==> src/rtl/uart_txq.sv <==
// uart_txq: queue-draining UART transmitter.
//
// Pulls bytes from a FIFO read port whenever CTS allows and sends each one
// as an asynchronous frame: a start bit, 8 data bits LSB first, an optional
// parity bit, and one or two stop bits. The frame format and bit period are
// sampled at dequeue time and held for the whole frame.
//
// Ports
//   clk6x         system clock
//   resetn        synchronous active-low reset
//   fifo_data_i   FIFO head byte (valid while fifo_empty_i=0)
//   fifo_empty_i  FIFO empty flag
//   fifo_rdeq_o   dequeue strobe, one cycle per byte taken
//   baud_div_i    bit period minus one, in clk6x cycles
//   parity_en_i   append a parity bit
//   parity_odd_i  1 = odd parity, 0 = even parity
//   two_stop_i    send two stop bits
//   cts_n_i       clear-to-send, active low, asynchronous
//   txd_o         serial output, idle high, registered
//   busy_o        frame in progress
//   frame_done_o  one-cycle pulse in the first idle cycle after a frame
module uart_txq #(
    parameter int DIVBITS = 16
) (
    input  logic               clk6x,
    input  logic               resetn,
    input  logic [7:0]         fifo_data_i,
    input  logic               fifo_empty_i,
    output logic               fifo_rdeq_o,
    input  logic [DIVBITS-1:0] baud_div_i,
    input  logic               parity_en_i,
    input  logic               parity_odd_i,
    input  logic               two_stop_i,
    input  logic               cts_n_i,
    output logic               txd_o,
    output logic               busy_o,
    output logic               frame_done_o
);

    typedef enum logic [2:0] {IDLE, START, DATA, PARITY, STOP} state_t;

    state_t             state, state_d;
    logic [7:0]         shreg, shreg_d;
    logic [DIVBITS-1:0] div_lat, div_lat_d;
    logic [DIVBITS-1:0] baud_cnt, baud_cnt_d;
    logic [2:0]         bit_cnt, bit_cnt_d;
    logic               stop_cnt, stop_cnt_d;
    logic               par_en, par_en_d;
    logic               par_bit, par_bit_d;
    logic               two_stop, two_stop_d;
    logic               txd_d, busy_d, done_d;
    logic               cts_s1, cts_s2;
    logic               bit_end;

    // Last cycle of the current bit period.
    assign bit_end = (baud_cnt == '0);

    // fifo_rdeq_o is driven from here, so it only depends on registered
    // state, the synchronized CTS and the empty flag.
    always_comb begin
        state_d      = state;
        shreg_d      = shreg;
        div_lat_d    = div_lat;
        baud_cnt_d   = baud_cnt;
        bit_cnt_d    = bit_cnt;
        stop_cnt_d   = stop_cnt;
        par_en_d     = par_en;
        par_bit_d    = par_bit;
        two_stop_d   = two_stop;
        txd_d        = txd_o;
        done_d       = 1'b0;
        fifo_rdeq_o  = 1'b0;

        // Count down within a bit; each state reloads on bit_end.
        if (state != IDLE && !bit_end)
            baud_cnt_d = baud_cnt - DIVBITS'(1);

        case (state)
            IDLE: begin
                txd_d = 1'b1;
                if (!fifo_empty_i && !cts_s2) begin
                    fifo_rdeq_o = 1'b1;
                    shreg_d     = fifo_data_i;
                    div_lat_d   = baud_div_i;
                    par_en_d    = parity_en_i;
                    // Parity computed once from the dequeued byte.
                    par_bit_d   = (^fifo_data_i) ^ parity_odd_i;
                    two_stop_d  = two_stop_i;
                    baud_cnt_d  = baud_div_i;
                    bit_cnt_d   = 3'd0;
                    stop_cnt_d  = 1'b0;
                    txd_d       = 1'b0;
                    state_d     = START;
                end
            end
            START: begin
                if (bit_end) begin
                    baud_cnt_d = div_lat;
                    txd_d      = shreg[0];
                    state_d    = DATA;
                end
            end
            DATA: begin
                if (bit_end) begin
                    baud_cnt_d = div_lat;
                    if (bit_cnt == 3'd7) begin
                        if (par_en) begin
                            txd_d   = par_bit;
                            state_d = PARITY;
                        end else begin
                            txd_d      = 1'b1;
                            stop_cnt_d = 1'b0;
                            state_d    = STOP;
                        end
                    end else begin
                        bit_cnt_d = bit_cnt + 3'd1;
                        shreg_d   = {1'b0, shreg[7:1]};
                        txd_d     = shreg[1];
                    end
                end
            end
            PARITY: begin
                if (bit_end) begin
                    baud_cnt_d = div_lat;
                    txd_d      = 1'b1;
                    stop_cnt_d = 1'b0;
                    state_d    = STOP;
                end
            end
            STOP: begin
                if (bit_end) begin
                    if (two_stop && !stop_cnt) begin
                        baud_cnt_d = div_lat;
                        stop_cnt_d = 1'b1;
                    end else begin
                        txd_d   = 1'b1;
                        done_d  = 1'b1;
                        state_d = IDLE;
                    end
                end
            end
            default: begin
                txd_d   = 1'b1;
                state_d = IDLE;
            end
        endcase

        busy_d = (state_d != IDLE);
    end

    always_ff @(posedge clk6x) begin
        if (!resetn) begin
            state        <= IDLE;
            shreg        <= '0;
            div_lat      <= '0;
            baud_cnt     <= '0;
            bit_cnt      <= '0;
            stop_cnt     <= 1'b0;
            par_en       <= 1'b0;
            par_bit      <= 1'b0;
            two_stop     <= 1'b0;
            txd_o        <= 1'b1;
            busy_o       <= 1'b0;
            frame_done_o <= 1'b0;
            cts_s1       <= 1'b1;
            cts_s2       <= 1'b1;
        end else begin
            state        <= state_d;
            shreg        <= shreg_d;
            div_lat      <= div_lat_d;
            baud_cnt     <= baud_cnt_d;
            bit_cnt      <= bit_cnt_d;
            stop_cnt     <= stop_cnt_d;
            par_en       <= par_en_d;
            par_bit      <= par_bit_d;
            two_stop     <= two_stop_d;
            txd_o        <= txd_d;
            busy_o       <= busy_d;
            frame_done_o <= done_d;
            cts_s1       <= cts_n_i;
            cts_s2       <= cts_s1;
        end
    end

endmodule

==> config.mk <==
export PLATFORM = sky130hd
export DESIGN_NAME = uart_txq
export DESIGN_NICKNAME = d
export VERILOG_FILES = /design/src/rtl/uart_txq.sv
export SDC_FILE = /design/constraint.sdc
export NUM_CORES = 1
export LEC_CHECK = 0
export CORE_MARGIN = 3
export CORE_UTILIZATION = 45
export CTS_CLUSTER_DIAMETER = 50
export DETAILED_ROUTE_END_ITERATION = 6
export PLACE_DENSITY = 0.74
export SYNTH_ARGS = -nofsm -noshare
export SYNTH_HDL_FRONTEND = slang
export SYNTH_SLANG_ARGS = --single-unit
==> constraint.sdc <==
create_clock -name clk6x -period 3.4 [get_ports clk6x]
set_clock_uncertainty 0.15 [all_clocks]
set_input_delay 0.68 -clock clk6x [delete_from_list [all_inputs] [get_ports clk6x]]
set_output_delay 0.68 -clock clk6x [all_outputs]
set_load 0.01 [all_outputs]
* Word level (Yosys, flattened, before mapping)
Cells that the tools add are included.
Storage, ports and cells: flip-flop bits (word level) 55, bits in latches 0, memory bits (writable) 0, memory bits (read-only) 0, bits of input ports 31, output and inout port bits 4, logic and storage cells 95, memories kept 0
Cells by class: add/subtract/negate cells 2, multipliers 0, divide/modulo/power cells 0, magnitude comparators 0, equal/unequal tests 15, shift operators 0, muxes and demuxes 43, bitwise logic cells 1, reduce and logical (&&, ||, !) cells 20
Operators by type and width (count):
- $mux 16 | 5
- $pmux 16 s3 | 1
- $mux 3 | 11
- $mux 8 | 3
- $ne 2x2->1 const B | 10
- $mux 1 | 18
- $logic_not 16->1 | 1
- $pmux 8 s2 | 1
- $sub 16x1->16 const B | 1
- $pmux 3 s5 | 1
- $reduce_and 8->1 | 1
- $reduce_xor 8->1 | 1
- $eq 3x2->1 const B | 2
- $eq 3x3->1 const B | 2
- $pmux 3 s2 | 1
- $reduce_bool 3->1 | 2
- $pmux 1 s5 | 1
- $reduce_and 5->1 | 1
- $logic_not 1->1 | 4
- $pmux 1 s4 | 1
- $reduce_and 4->1 | 1
- $reduce_bool 4->1 | 1
- $add 3x1->3 const B | 1
- $eq 3x1->1 const B | 1
- other kinds (7) | 9

* Logic depth before layout (Yosys ltp)
Gate-level depths: netlist (run 1).
depth after elaboration 7, gate-level depth with buffers 8, depth with buffers taken out 7

* Worst setup path after synthesis (run 1)
No wires, ideal clock.
kind input port to output port, start input fifo_empty_i, end output fifo_rdeq_o, arrival time 1378 ps, required time 2570 ps, setup slack 1192 ps, cell stages on the path 5, path buffers 2, path through buf_1 -> nor2_1 -> nand2_1 -> inv_1 -> buf_2
Between the ends: longest elaborated chain between the ends 4
Ends and longest elaborated chain:
- start, declared | line 28 | input logic fifo_empty_i,
- $logic_not 1->1 | line 81 | if (!fifo_empty_i && !cts_s2) begin
- $logic_and 1x1->1 | line 81
- $mux 1 | line 81
- $mux 1 | line 78 | case (state)
- end, declared | line 29 | output logic fifo_rdeq_o,
Every way passes these cells.

* Worst setup path after layout (run 1)
Same ends and word-level chain as after synthesis.

==> results of run 1 <==
==> critical path, delay by kind of cell <==
kind | cells | cell delay [ns]
buffers and inverters | 3 | 1.14
AND/OR/NAND/NOR | 2 | 0.27
==> logic make-up after synthesis <==
kind of cell / count (synthesis) / synth area share (%)
buffers and inverters: 36 / 5.14
AO/OA/AOI/OAI: 97 / 24.1
adder cells (fa/ha/maj): 4 / 1.73
flip-flops: 55 / 38.0
multiplexers: 2 / 0.777
XOR/XNOR: 19 / 5.74
AND/OR/NAND/NOR: 128 / 24.5
==> cell type report <==
type | instances | area, sq um | share of cell area [%]
clock buffer | 6 | 72.6 | 2.15
tap | 75 | 93.8 | 2.78
inverter | 14 | 52.6 | 1.56
sequential | 55 | 1100 | 32.6
clock inverter | 2 | 12.5 | 0.371
timing repair buffer | 41 | 393 | 11.6
multi-input combinational | 250 | 1650 | 48.9
==> flip-flops by register name, summed over array words and instances, names as in the netlist <==
name / count
cts_s1: 1
baud_cnt: 16
cts_s2: 1
txd_o: 1
state: 3
stop_cnt: 1
frame_done_o: 1
par_en: 1
div_lat: 16
par_bit: 1
two_stop: 1
busy_o: 1
bit_cnt: 3
shreg: 8
==> power by group through the flow <==
stage,Sequential [W],Clock [W],Combinational (W)
CTS,0.000704,0.000367,0.000349
global route,0.000710,0.000397,0.000386
floorplan,0.000712,0,0.000246
detailed placement,0.000719,0,0.000347
finish,0.000705,0.000362,0.000351
global placement,0.000718,0,0.000340
==> worst max-delay path by stage <==
| stage | from | cells past startpoint | endpoint |
|---|---|---|---|
| after floorplan | fifo_empty_i | 5 | fifo_rdeq_o |
| after global placement | fifo_empty_i | 5 | fifo_rdeq_o |
| after detailed placement | fifo_empty_i | 5 | fifo_rdeq_o |
| after CTS | fifo_empty_i | 5 | fifo_rdeq_o |
| after global routing | fifo_empty_i | 5 | fifo_rdeq_o |
| final | fifo_empty_i | 5 | fifo_rdeq_o |
==> routing by layer <==
metal / up-vias / wire length (um)
li1: 1283 / -
met1: 1171 / 3080
met2: 57 / 2940
met3: 7 / 280
met4: 0 / 72
met5: - / 0
==> metrics by stage <==
step / worst slack (ns) / utilization (%) / total power, W
floorplan: 1.19 / - / 0.000959
global placement: 0.490 / 54.3 / 0.00106
global route: 0.445 / 55.7 / 0.00149
CTS: 0.487 / 55.7 / 0.00142
finish: 0.492 / 55.7 / 0.00142
detailed placement: 0.502 / 54.3 / 0.00107
==> layout by cell type, fill, tap and decap left out, types with 3 or more instances in the layout <==
master	instances
and2_1	3
buf_4	7
o31ai_1	3
nand3_1	9
nand3b_1	3
nor3_1	13
o211ai_1	3
clkdlybuf4s50_1	34
nor2b_1	3
xnor2_1	15
nor2_1	12
o22ai_1	15
clkbuf_8	5
a21boi_0	36
o21ai_0	9
ha_1	4
o221a_2	7
dfxtp_1	55
nor4_1	8
or3_1	4
nand2b_1	3
nand4_1	6
a21oi_1	11
o2bb2ai_1	4
xor2_1	4
nor4_2	3
nand2_1	47
inv_1	14
==> out/qor.csv, run 1 <==
stage,metric,value,unit
status,outcome,"complete, no violations",
job,cap_violations,0,
final_layout,areaGrowthSynthToFinish,16.4,%
final_layout,fin_nets,402,
grt,grt_usage,17.8,%
worst_hold_path,hold_class,reg2reg,
route,via_per_inst,5.68,
synthesis,synth_area,2900,sq um
placed_design,routabilityCongestion,0.915,
clock_tree,cts_buffers,5,
placed_design,port_buffers,34,
power_and_ir_drop,p_seq_share,49.7,%
critical_path,crit_path_max_incr_delay,0.56,ns
sta,tightestPinTransition,0.847,ns
power_and_ir_drop,p_sw,0.000450,W
route,first_pass_iters,4,
clock_tree,cts-resized-gates,0,
route,finalWirelength,6.37,mm
route,drc,0,
clock_tree,post_cts_buffers,0,
synthesis,synth-seq-cells,55,
critical_path,rrSetupSlack,0.85,ns
floorplanning,dieHeight,86.2,um
synthesis,ys_top_cells_by_count,"dfxtp_1 (55), nand2_1 (47), a21boi_0 (36), o22ai_1 (15), xnor2_1 (15)",
power_and_ir_drop,p_leak,1.12,nW
grt,grt_pass1_wl,10.8,mm
placed_design,post-dp-hpwl,4.55,mm
floorplanning,core,6060,sq um
sta,setup_viol,0,
synthesis,synth_cell_types,48,
synthesis,synth_area_leader_cell,dfxtp_1,
critical_path,cpMostUsedCell,clkdlybuf4s50_1,
critical_path,reg2reg_from,baud_cnt[0],
critical_path,worstPathRequired,2.57,ns
worst_hold_path,min_to,cts_s2,
floorplanning,rows,28,
floorplanning,io_pins,35,
floorplanning,die-area,7440,sq um
clock_tree,htreeDepth,2,
power_and_ir_drop,p_per_area,420,nW/um^2
final_layout,fin_cells,443,
grt,busiest_layer,met2,
clock_tree,ctsRootBufferMaster,clkbuf_8,
synthesis,synth_ff_type,dfxtp_1,
grt,use_met2,28.2,%
floorplanning,start_util,47.8,%
grt,globalRouteOverflowTotal,0,
sta,period_needed,2.91,ns
power_and_ir_drop,p_int,0.000968,W
critical_path,path_cells,clkdlybuf4s50_1 -> nor2_1 -> nand2_1 -> inv_1 -> clkdlybuf4s50_1,
sta,rsz0062_at_grt,no,
synthesis,yosys_warnings,0,
synthesis,yosys-top-cells-area,"dfxtp_1 (38%), a21boi_0 (9.3%), nand2_1 (6.1%)",
grt,grt_max_degree,30,
power_and_ir_drop,pwr-share-clk,25.5,%
floorplanning,chipWidth,86.2,um
final_layout,final_cell_area,3370,sq um
sta,finalHoldViolCount,0,
synthesis,synth_nets,376,
power_and_ir_drop,vdd_drop_max,269,uV
worst_hold_path,worstHoldStart,cts_s1,
sta,report.final.slew_viol_count,0,
critical_path,endpoint_kind,output pin,
sta,tns,0,ns
synthesis,synth_seq_area_share,38.0,%
grt,antenna_found_initial,0,
critical_path,path_class,in2out,
route,num_vias,2518,
clock_tree,cts.clk_slew.worst_paths,0.10,ns
clock_tree,cts.sinks,55,
placed_design,placed_area,3290,sq um
sta,timing.hold.ws,0.272,ns
sta,post-route-period-util,85.5,%
final_layout,fill_cells,586,
sta,relSlewSlack,43.1,%
critical_path,arrival,2.08,ns
synthesis,synth.avg_cell_area,8.50,sq um
critical_path,ff2ff_path_depth,7,
clock_tree,clock_latency,0.31,ns
power_and_ir_drop,combPwrFrac,24.8,%
route,drt_iter0_drc,176,
grt,gr-usage-met3,2.95,%
synthesis,synth_top_cell_area_share,38.0,%
route,ant_nets,0,
clock_tree,clk_path_buf_depth,2,
critical_path,critPathMaxFanout,2,
placed_design,place_inst,435,
worst_hold_path,whs_path_depth,1,
critical_path,r2r_end,shreg[6],
critical_path,crit_path_start_kind,input port,
clock_tree,cts_hold_buffers,0,
synthesis,synthCells,341,
final_layout,drive_gt1_share,9.51,%
synthesis,yosysMostFrequentCell,dfxtp_1,
clock_tree,cts_tree,done,
grt,grt_pass1_vias,2345,
critical_path,crit_slowest_cell,clkdlybuf4s50_1,
power_and_ir_drop,switching_share,31.7,%
grt,use_met1,24.8,%
final_layout,diodes,0,
sta,fmax,0.344,GHz
route,wl_per_cell,14.4,um
synthesis,synth-edff-count,0,
synthesis,ys_async_sr_fraction,0,%
Note: power is estimated with default switching activity, not from simulation.
==> run 2: changes to the inputs <==
--- a/config.mk
+++ b/config.mk
@@ -9,7 +9,8 @@
 export CORE_UTILIZATION = 45
 export CTS_CLUSTER_DIAMETER = 50
 export DETAILED_ROUTE_END_ITERATION = 6
-export PLACE_DENSITY = 0.74
+export GPL_TIMING_DRIVEN = 0
+export PLACE_DENSITY_LB_ADDON = 0.12
 export SYNTH_ARGS = -nofsm -noshare
 export SYNTH_HDL_FRONTEND = slang
 export SYNTH_SLANG_ARGS = --single-unit
==> constraint.sdc (replaced) <==
create_clock -name clk6x -period 3.5 [get_ports clk6x]
set_clock_uncertainty 0.15 [all_clocks]
set_input_delay 0.7 -clock clk6x [delete_from_list [all_inputs] [get_ports clk6x]]
set_output_delay 0.7 -clock clk6x [all_outputs]
set_load 0.01 [all_outputs]
==> run 2 against run 1 <==
Against the previous run:
- clock power rose by 39%
- sequential power fell by 3.3%
- via count increased by 2.1%
- first-iteration DRC count is 20% higher
- worst setup slack got worse by 0.28 ns
- highest routed layer unchanged
- power up 8.4%
- sequential share of layout area decreased by 0.68 points
==> out/qor.csv, run 2 (synthesis gave the netlist of run 1 again) <==
stage,metric,value,unit,change
route,wl_per_cell,15.5,um,+8.0%
route,drt_iter0_drc,211,,+20%
clock_tree,cts-resized-gates,0,,unchanged
power_and_ir_drop,p_seq_share,44.4,%,-5.3 points
grt,antenna_found_initial,0,,unchanged
clock_tree,cts_tree,done,,
final_layout,areaGrowthSynthToFinish,18.9,%,
power_and_ir_drop,p_per_area,446,nW/um^2,+6.1%
critical_path,critPathMaxFanout,10,,+8
grt,grt_max_degree,17,,-43%
final_layout,drive_gt1_share,9.19,%,-0.32 points
power_and_ir_drop,p_int,0.00109,W,+12%
route,via_per_inst,5.64,,-0.84%
critical_path,ff2ff_path_depth,8,,+1
final_layout,final_common_cell,dfxtp_1,,
critical_path,arrival,2.44,ns,+0.36 ns
floorplanning,dieHeight,86.2,um,unchanged
power_and_ir_drop,p_leak,1.16,nW,+3.2%
clock_tree,ctsRootBufferMaster,clkbuf_8,,
power_and_ir_drop,combPwrFrac,22.9,%,-1.9 points
placed_design,dp_slack,0.446,ns,-0.0560 ns
power_and_ir_drop,pwr-share-clk,32.7,%,+7.2 points
critical_path,crit_path_start_kind,register,,
sta,post-route-period-util,94.0,%,
grt,globalRouteOverflowTotal,0,,unchanged
critical_path,rrSetupSlack,1.04,ns,+0.19 ns
placed_design,routabilityCongestion,0.858,,-6.3%
critical_path,worstPathRequired,2.65,ns,+0.08 ns
final_layout,fin_nets,415,,+3.2%
critical_path,reg2reg_from,baud_cnt[0],,
sta,tns,0,ns,unchanged
clock_tree,cts.sinks,55,,unchanged
route,drc,0,,unchanged
clock_tree,clk_path_buf_depth,2,,unchanged
clock_tree,cts_buffers,5,,unchanged
clock_tree,cts_hold_buffers,0,,unchanged
critical_path,r2r_end,bit_cnt[1],,
sta,fmax,0.304,GHz,
final_layout,biggestRegsByFlops,"baud_cnt (16), div_lat (16), shreg (8)",,
sta,timing.hold.ws,0.269,ns,-0.00364 ns
clock_tree,htreeDepth,2,,unchanged
route,finalWirelength,7.08,mm,+11%
worst_hold_path,worstHoldStart,cts_s1,,
floorplanning,io_pins,35,,unchanged
placed_design,port_buffers,32,,-5.9%
worst_hold_path,whs_path_depth,1,,unchanged
placed_design,post-dp-hpwl,5.22,mm,+15%
worst_hold_path,min_to,cts_s2,,
worst_hold_path,hold_class,reg2reg,,
critical_path,path_class,reg2out,,
grt,grt_pass1_vias,2390,,+1.9%
clock_tree,cts.clk_slew.worst_paths,0.10,ns,about the same
sta,finalHoldViolCount,0,,unchanged
floorplanning,die-area,7440,sq um,unchanged
sta,relSlewSlack,42.8,%,-0.26 points
final_layout,final_util,56.8,%,+1.2 points
sta,report.final.slew_viol_count,0,,unchanged
route,ant_nets,0,,unchanged
critical_path,endpoint_kind,output pin,,
sta,period_needed,3.29,ns,
final_layout,fill_cells,584,,-0.34%
floorplanning,core,6060,sq um,unchanged
route,first_pass_iters,4,,unchanged
final_layout,mostFrequentLayoutCells,"dfxtp_1 (55), nand2_1 (47), a21boi_0 (36)",,
sta,setup_viol,0,,unchanged
status,outcome,"complete, no violations",,
sta,setup_ws,0.210,ns,-0.282 ns
final_layout,diodes,0,,unchanged
clock_tree,post_cts_buffers,0,,unchanged
clock_tree,clock_latency,0.32,ns,about the same
power_and_ir_drop,p_sw,0.000450,W,about the same
sta,tightestPinTransition,0.851,ns,+0.00380 ns
job,cap_violations,0,,unchanged
floorplanning,start_util,47.8,%,unchanged
sta,rsz0062_at_grt,no,,
grt,grt_usage,19.9,%,+2.2 points
grt,grt_pass1_wl,11.8,mm,+9.3%
floorplanning,chipWidth,86.2,um,unchanged
power_and_ir_drop,vdd_drop_max,243,uV,-9.5%
route,num_vias,2570,,+2.1%
floorplanning,rows,28,,unchanged
power_and_ir_drop,switching_share,29.3,%,-2.4 points
-- run 2: cell count changes in the layout (fill, tap and decap cells not counted) --
cell and change:
clkdlybuf4s50_1 -2, buf_4 -5, buf_2 +5, clkbuf_1 +14, buf_1 +1, clkinv_2 -1
clkinvlp_4 -1, bufinv_16 +2
-- run 2: how the worst max path moves through the flow --
stage                             from          end  slack, ns  cells past startpoint
after floorplan           fifo_empty_i  fifo_rdeq_o       1.25                      5
after global placement    fifo_empty_i  fifo_rdeq_o       0.45                      6
after detailed placement  fifo_empty_i  fifo_rdeq_o       0.45                      6
after CTS                     state[1]  fifo_rdeq_o       0.24                      6
after global routing          state[1]  fifo_rdeq_o       0.06                      6
final                         state[1]  fifo_rdeq_o       0.21                      6
-- run 2: cell type report --
cell class	instances	area, sq um	share of cell area [%]
tap	75	93.8	2.72
inverter	14	52.6	1.53
clock inverter	2	60.1	1.74
clock buffer	6	72.6	2.11
timing repair buffer	32	320	9.30
multi-input combinational	250	1650	47.8
sequential	55	1100	32.0
buffer	22	96.3	2.80
-- run 2: per-stage QoR --
stage / std cells / total power [W] / instance area (sq um)
2_1_floorplan: 341 / 0.000931 / 2900
3_3_place_gp: 448 / 0.00104 / 3310
3_5_place_dp: 448 / 0.00104 / 3310
4_1_cts: 456 / 0.00154 / 3440
5_1_grt: 456 / 0.00161 / 3440
6_report: 456 / 0.00154 / 3440
-- run 2: power by group through the flow --
stage	logic [W]	clock network [W]	registers, W
4_1_cts	0.000349	0.000508	0.000682
3_3_place_gp	0.000346	0	0.000696
3_5_place_dp	0.000348	0	0.000697
6_report	0.000352	0.000502	0.000682
2_1_floorplan	0.000239	0	0.000692
5_1_grt	0.000385	0.000538	0.000687
-- run 2: worst max-delay path, cell delays in order (launching register included) --
cell,delay (ns)
dfxtp_1,0.33
clkbuf_1,0.23
nor3_1,0.38
nand2_1,0.22
inv_1,0.13
buf_2,0.25
clkdlybuf4s50_1,0.58
-- run 2: routing by layer --
| layer | GRT usage [%] | wire length, um |
|---|---|---|
| met5 | 0 | 0 |
| met4 | 5.52 | 78 |
| met3 | 3.23 | 398 |
| met2 | 29.4 | 3030 |
| met1 | 29.9 | 3570 |
